--- src/rtl/npc_delay_pkg.sv ---
// -----------------------------------------------------------------------------
// npc_delay_pkg
// Shared definitions for the memory delay arbiter slice:
//   state_t    - arbiter/sequencer FSM encoding (IDLE, WAIT, RESP)
//   LFSR_TAPS  - Galois tap mask for x^8+x^6+x^5+x^4+1
//   lfsr_next  - one step of the right-shifting Galois LFSR
// -----------------------------------------------------------------------------
package npc_delay_pkg;

  typedef enum logic [1:0] {
    IDLE = 2'd0,
    WAIT = 2'd1,
    RESP = 2'd2
  } state_t;

  localparam logic [7:0] LFSR_TAPS = 8'hB8;

  // Right-shifting Galois form: the bit falling out of position 0 is fed
  // back into every tap position at once.
  function automatic logic [7:0] lfsr_next(input logic [7:0] cur);
    lfsr_next = {1'b0, cur[7:1]} ^ (cur[0] ? LFSR_TAPS : 8'h00);
  endfunction

endpackage

--- src/rtl/mem_delay_arb_lfsr8.sv ---
// -----------------------------------------------------------------------------
// lfsr8
// Free-running 8-bit Galois LFSR used as the pseudo-random delay source.
// Ports:
//   clk   - rising-edge clock
//   rst   - synchronous active-high reset, loads SEED
//   lfsr  - current LFSR value
// Parameters:
//   SEED  - reset value, must be nonzero (an all-zero register never moves)
// -----------------------------------------------------------------------------
module lfsr8
  import npc_delay_pkg::*;
#(
  parameter logic [7:0] SEED = 8'hA5
) (
  input  logic       clk,
  input  logic       rst,
  output logic [7:0] lfsr
);

  // Advances every cycle regardless of what the arbiter is doing, so the
  // delay picked depends on when a request happens to be accepted.
  always_ff @(posedge clk) begin
    if (rst) begin
      lfsr <= SEED;
    end else begin
      lfsr <= lfsr_next(lfsr);
    end
  end

endmodule

--- src/rtl/mem_delay_arb.sv ---
// -----------------------------------------------------------------------------
// mem_delay_arb
// Two-requester round-robin arbiter plus latency sequencer modelling a shared
// memory port. One transaction is outstanding at a time; its response is
// released a programmable (or pseudo-random) number of cycles after accept.
// Ports:
//   clk, rst               - clock, synchronous active-high reset
//   req0_valid/req0_ready  - requester 0 (IFU) handshake
//   req1_valid/req1_ready  - requester 1 (LSU) handshake
//   cfg_delay              - fixed delay, sampled only at accept (RANDOM=0)
//   resp_valid/resp_ready  - response handshake
//   resp_id                - requester that owns the response
//   busy                   - high whenever the FSM is not IDLE
// Parameters:
//   DELAY_W - delay width (1..8)
//   RANDOM  - 0: delay from cfg_delay, 1: delay from low LFSR bits
//   SEED    - LFSR reset value (nonzero)
// -----------------------------------------------------------------------------
module mem_delay_arb
  import npc_delay_pkg::*;
#(
  parameter int         DELAY_W = 4,
  parameter int         RANDOM  = 0,
  parameter logic [7:0] SEED    = 8'hA5
) (
  input  logic               clk,
  input  logic               rst,
  input  logic               req0_valid,
  output logic               req0_ready,
  input  logic               req1_valid,
  output logic               req1_ready,
  input  logic [DELAY_W-1:0] cfg_delay,
  output logic               resp_valid,
  input  logic               resp_ready,
  output logic               resp_id,
  output logic               busy
);

  state_t             state;
  state_t             state_nxt;
  logic [DELAY_W-1:0] cnt;
  logic [DELAY_W-1:0] cnt_nxt;
  logic               last;
  logic               last_nxt;
  logic               id_nxt;
  logic               winner;
  logic               accept;
  logic [DELAY_W-1:0] d_sel;
  logic [7:0]         lfsr;
  logic               unused_lfsr;

  lfsr8 #(
    .SEED (SEED)
  ) u_lfsr (
    .clk  (clk),
    .rst  (rst),
    .lfsr (lfsr)
  );

  // Upper LFSR bits only matter when DELAY_W is 8; fold them so the
  // remaining bits are visibly consumed.
  assign unused_lfsr = ^lfsr;

  // With both requesters valid the one that did not win last time goes
  // next; a lone valid requester always wins.
  assign winner = (req0_valid && req1_valid) ? ~last : req1_valid;

  assign d_sel = (RANDOM != 0) ? lfsr[DELAY_W-1:0] : cfg_delay;

  // Response side is purely state-decoded, so resp_ready never reaches an
  // output combinationally.
  assign resp_valid = (state == RESP);
  assign busy       = (state != IDLE);

  always_comb begin
    state_nxt  = state;
    cnt_nxt    = cnt;
    last_nxt   = last;
    id_nxt     = resp_id;
    req0_ready = 1'b0;
    req1_ready = 1'b0;
    accept     = 1'b0;
    case (state)
      IDLE: begin
        if (!rst) begin
          req0_ready = req0_valid && !winner;
          req1_ready = req1_valid && winner;
        end
        accept = req0_ready || req1_ready;
        if (accept) begin
          id_nxt   = winner;
          last_nxt = winner;
          if (d_sel == '0) begin
            state_nxt = RESP;
          end else begin
            state_nxt = WAIT;
            cnt_nxt   = d_sel;
          end
        end
      end
      WAIT: begin
        cnt_nxt = cnt - DELAY_W'(1);
        if (cnt == DELAY_W'(1)) begin
          state_nxt = RESP;
        end
      end
      RESP: begin
        if (resp_ready) begin
          state_nxt = IDLE;
        end
      end
      default: begin
        state_nxt = IDLE;
      end
    endcase
  end

  // Reset drops any in-flight transaction and sets last=1 so requester 0
  // wins the first contested arbitration.
  always_ff @(posedge clk) begin
    if (rst) begin
      state   <= IDLE;
      cnt     <= '0;
      last    <= 1'b1;
      resp_id <= 1'b0;
    end else begin
      state   <= state_nxt;
      cnt     <= cnt_nxt;
      last    <= last_nxt;
      resp_id <= id_nxt;
    end
  end

endmodule

--- config.mk ---
export PLATFORM = sky130hd
export DESIGN_NAME = mem_delay_arb
export DESIGN_NICKNAME = d
export VERILOG_FILES = /design/src/rtl/npc_delay_pkg.sv /design/src/rtl/mem_delay_arb_lfsr8.sv /design/src/rtl/mem_delay_arb.sv
export SDC_FILE = /design/constraint.sdc
export NUM_CORES = 1
export LEC_CHECK = 0
export CAP_MARGIN = 20
export CORE_AREA = 2 2 39 41
export DETAILED_ROUTE_END_ITERATION = 8
export DIE_AREA = 0 0 41 43
export GPL_ROUTABILITY_DRIVEN = 0
export HOLD_SLACK_MARGIN = 0.1
export MAX_ROUTING_LAYER = met4
export PLACE_DENSITY = 0.75
export RECOVER_POWER = 25
export SYNTH_ARGS = -nofsm -noshare
export SYNTH_HDL_FRONTEND = slang
export SYNTH_HIERARCHICAL = 1
export SYNTH_SLANG_ARGS = --single-unit
--- constraint.sdc ---
create_clock -name clk -period 1.6 [get_ports clk]
set_input_delay 0.4 -clock clk [delete_from_list [all_inputs] [get_ports clk]]
set_output_delay 0.4 -clock clk [all_outputs]
set_load 0.01 [all_outputs]
# Yosys cells after proc, flatten, opt, wreduce, memory -nomap -nowiden
# Index checks and enable logic that the tools add are counted.
[word_totals]
reg_bits = 8
out_inout_bits = 5
input_bits = 9
[op_classes]
n_bitwise = 1
n_eq_ne = 7
reduce_logical = 12
add_sub_neg = 1
mux = 15
[op_table]
columns = ["operator", "n"]
rows = [
  ["$mux W2", 4],
  ["$mux W4", 2],
  ["$pmux W4 S2", 1],
  ["$mux W1", 7],
  ["$ne A2 B2 Y1 const B", 3],
  ["$pmux W2 S3", 1],
  ["$reduce_and A3 Y1", 2],
  ["$eq A4 B1 Y1 const B", 1],
  ["$logic_not A4 Y1", 1],
  ["$reduce_bool A2 Y1", 2],
  ["$sub A4 B1 Y4 const B", 1],
  ["$logic_and A1 B1 Y1", 3],
  ["$eq A2 B1 Y1 const B", 1],
  ["$eq A2 B2 Y1 const B", 1],
  ["$logic_not A2 Y1", 1],
  ["$ne A2 B1 Y1 const B", 1],
  ["$reduce_and A2 Y1", 1],
  ["$logic_not A1 Y1", 1],
  ["$logic_or A1 B1 Y1", 1],
  ["$not A1 Y1", 1],
]

# Logic depth before layout (Yosys ltp)
[depth]
depth_word = 9
ltp_mapped = 5

# Worst setup path before layout
# Ideal clock, no wire load.
[synth_timing]
path_type = "input port to flip-flop"
from = "input rst"
to = "register cnt[1]"
cell_stages = 4
path_buffers = 1
path_slack_ps = 135
t_arrival_ps = 1335
path_cell_list = "buf_4 > or4_4 > a221oi_2 > a211oi_1"
[synth_via]
elab_chain_cells = 5
word_cells_on_any_way = 7
classes_between = "1 x eq/ne; 4 x mux; 2 x reduce/logical"
[synth_lines]
columns = ["item", "line_no", "source"]
rows = [
  ["start: declaration", "mem_delay_arb.sv:27", "input logic rst,"],
  ["$mux W1", "mem_delay_arb.sv:85", "if (!rst) begin"],
  ["$mux W1", "mem_delay_arb.sv:83", "case (state)"],
  ["$logic_or A1 B1 Y1", "mem_delay_arb.sv:89", "accept = req0_ready || req1_ready;"],
  ["$ne A2 B2 Y1 (no source line)", "n/a", ""],
  ["$reduce_and A3 Y1 (no source line)", "n/a", ""],
  ["end signal: assignment", "mem_delay_arb.sv:128", "cnt <= cnt_nxt;"],
  ["end: declaration", "mem_delay_arb.sv:41", "logic [DELAY_W-1:0] cnt;"],
]
# Several ways; a longest one is shown, not always the timed one. The select of a mux whose other input is x is not followed.
# A chain may end at the register's enable or synchronous reset.

# Worst setup path after layout
[layout_timing]
from = "input rst"
to = "output req1_ready"
[layout_via]
elab_chain_cells = 3
[layout_lines]
columns = ["item", "line_no", "source"]
rows = [
  ["$mux W1", "mem_delay_arb.sv:85", ""],
  ["$mux W1 (2 in series)", "mem_delay_arb.sv:83", ""],
  ["end: declaration", "mem_delay_arb.sv:31", "output logic req1_ready,"],
]
# Every way passes these cells. The select of a mux whose other input is x is not followed.

==> flow_summary.ini <==
[run_status]
run_status = finished clean

[power]
p_leak_nw = 0.3214
pwr-share-seq_pct = 40.3
max-vdd-ir-drop_mv = 0.6006
clkPwrFrac_pct = 26.7
p_total_mw = 0.6091
pwr_density_cell_nw_per_um2 = 835.0
comb_power_share_pct = 33.0
p_switching_mw = 0.1966
intPower_mw = 0.4125
p_sw_share_pct = 32.28

[synthesis]
yosys.area.top_type = dfxtp_1
synth_top_area_share_pct = 32.57
ys_types = 28
synth_edf_count = 0
syn_area_per_cell_um2 = 8.940
syn_nets = 66
synth_seq_cells = 8
synth-seq-area-share_pct = 32.57
async_flop_share_pct = 0
syn-instance-count = 55
yosys_warnings = 6
synth_ff_type = dfxtp_1
yosys-top-cells-count = dfxtp_1 (8), inv_1 (5), nor2_1 (5)
yosysMostFrequentCell = dfxtp_1
synth.top_cells.by_area = dfxtp_1 (33%), a211oi_1 (6.1%), ha_1 (5.1%), nor4_4 (4.3%), inv_1 (3.8%)
syn-cell-area_um2 = 491.7

[die]
fp.coreArea_um2 = 1384
die_w_um = 41
die_h_um = 43
ioPinCount = 14
num_rows = 14
initial_core_util_pct = 35.53
dieArea_um2 = 1763

[sta]
setup_viol = 0
maxSlewViolCount = 0
layout_min_cycle_time_ns = 1.554
holdWs_ns = 0.4842
hold_viol = 0
fmax_ghz = 0.6434
fin_skew_ns = 0.001136
worst_pin_slew_ns = 0.4470
setup_slack_ns = 0.04564
min_period_over_period_pct = 97.15
rsz0062_at_grt = no
relSlewSlack_pct = 69.97

[setup_path]
timing.rr.start = state[1]$_SDFFE_PP0P_
path_class = input port to output port
cp-endpoint = req1_ready
critPathMaxFanout = 3
crit_path_end_kind = output port
r2r.worst_path.cells = 4
critPathLaunch = rst
r2r_setup_slack_ns = 0.13
required_ns = 1.20
critical_path.startpoint_type = input port
cp.arrival_ns = 1.15
rr_endpoint = cnt[1]$_SDFFE_PP0P_

[layout]
fin_area_um2 = 729.5
postLayoutCoreUtil_pct = 52.71
n_fill_cell = 141
antenna_cells = 0
layout.nets = 92
layout-drive-gt1-share_pct = 32.91
area_growth_pct = 48.35

[clock_network]
root_buffer = clkbuf_4
clock_path_buffers = 2
post-cts-setup-buffers = 0
path_clk_slew_ns = 0.06
cts_tree = yes
cts.sinks = 8
cts_buffers = 3
h-tree-depth = 1
clk_latency_ns = 0.26

[global_route]
antenna_found_initial = 0
met2_usage_pct = 26.88
grt_first_pass_wirelength_mm = 2.049
grt_usage_pct = 17.96
grt-ovfl-total = 0
met3_usage_pct = 5.759
grt_start_max_net_pins = 9
grt.met1_usage_pct = 20.78
grt_pass1_vias = 467
busiest_layer = met2

[placed_design]
port_buffers = 13
placedInstanceArea_um2 = 718.2
dpl_worst_slack_ns = -0.5462
hpwl_mm = 1.036

[detailed_routing]
drc_errors = 0
drtIter0Drc = 4
vias = 514
wire_per_inst_um = 13.77
vias_per_cell = 5.411
wl_mm = 1.308
drt_pass1_iterations = 4
postRouteAntennaNets = 0

[min_path]
min_path_type = register to register

[flow_run]
drv_cap = 0
==> placed cells by master (no fill, tap or decap), drive strengths merged, types with 3 or more instances in the layout <==
master / Yosys / final
a211oi: 4 / 4
buf: 1 / 12
clkbuf: 1 / 4
dfxtp: 8 / 8
dlygate4sd2: 0 / 7
inv: 5 / 5
nand2: 3 / 3
nor2: 5 / 5
nor3: 4 / 4
nor4: 3 / 3
==> cell type report <==
cell class	count	area, um2	area share [%]
Inverter	5	18.77	2.573
Clock buffer	3	22.52	3.087
Multi-Input combinational cell	40	314.1	43.05
Sequential cell	8	160.2	21.96
Tap cell	16	20.02	2.744
Timing Repair Buffer	23	193.9	26.59
==> metal layers <==
layer / wire length, um / vias up
li1: - / 256
met1: 555 / 235
met2: 641 / 19
met3: 83 / 4
met4: 29 / 0
met5: 0 / -
==> cells by family (layout without fill, tap and decap cells) <==
group                      Yosys count  count (layout)  share of synthesized area [%]
and+or+nand+nor                     24              24                          32.82
AOI/OAI and AO/OA                   14              14                          23.41
DFF                                  8               8                          32.57
buffers and inverters                7              31                          6.107
adders and majority gates            2               2                          5.088
==> registers in the layout (all words and copies together), names as in the netlist <==
signal and flops:
resp_id 1, state 2, last 1, cnt 4
==> worst max-delay path, stage by stage <==
cell	delay, ns
dlygate4sd2_1	0.26
nor3_2	0.17
and3_1	0.20
buf_2	0.13
==> power by group through the flow <==
stage | combinational [mW] | sequential (mW) | clock [mW]
2_1_floorplan | 0.107 | 0.248 | 0
6_report | 0.201 | 0.245 | 0.163
3_5_place_dp | 0.205 | 0.249 | 0
4_1_cts | 0.196 | 0.244 | 0.168
3_3_place_gp | 0.198 | 0.246 | 0
5_1_grt | 0.221 | 0.248 | 0.181
==> how the worst min path moves through the flow <==
stage | from | to | slack (ns) | depth (start not counted)
after detailed placement | resp_id$_SDFFE_PP0P_ | resp_id$_SDFFE_PP0P_ | 0.48 | 1
after floorplan | cnt[3]$_SDFFE_PP0P_ | cnt[3]$_SDFFE_PP0P_ | 0.46 | 1
after global placement | resp_id$_SDFFE_PP0P_ | resp_id$_SDFFE_PP0P_ | 0.47 | 1
after global routing | cnt[3]$_SDFFE_PP0P_ | cnt[3]$_SDFFE_PP0P_ | 0.52 | 1
after CTS | resp_id$_SDFFE_PP0P_ | resp_id$_SDFFE_PP0P_ | 0.49 | 1
final | resp_id$_SDFFE_PP0P_ | resp_id$_SDFFE_PP0P_ | 0.48 | 1
==> repair_timing <==
action / in CTS / in global routing
resized for setup: 20 / 4
setup endpoints to repair: 8 / 4
hold buffers: 0 / 0
pin swaps: 3 / 1
==> through the flow <==
| step | instances | setup TNS [ns] |
|---|---|---|
| global route | 95 | 0 |
| global placement | 92 | -2.664 |
| CTS | 95 | 0 |
| floorplan | 55 | 0 |
| finish | 95 | 0 |
| detailed placement | 92 | -2.869 |
(Power assumes the default switching activity.)
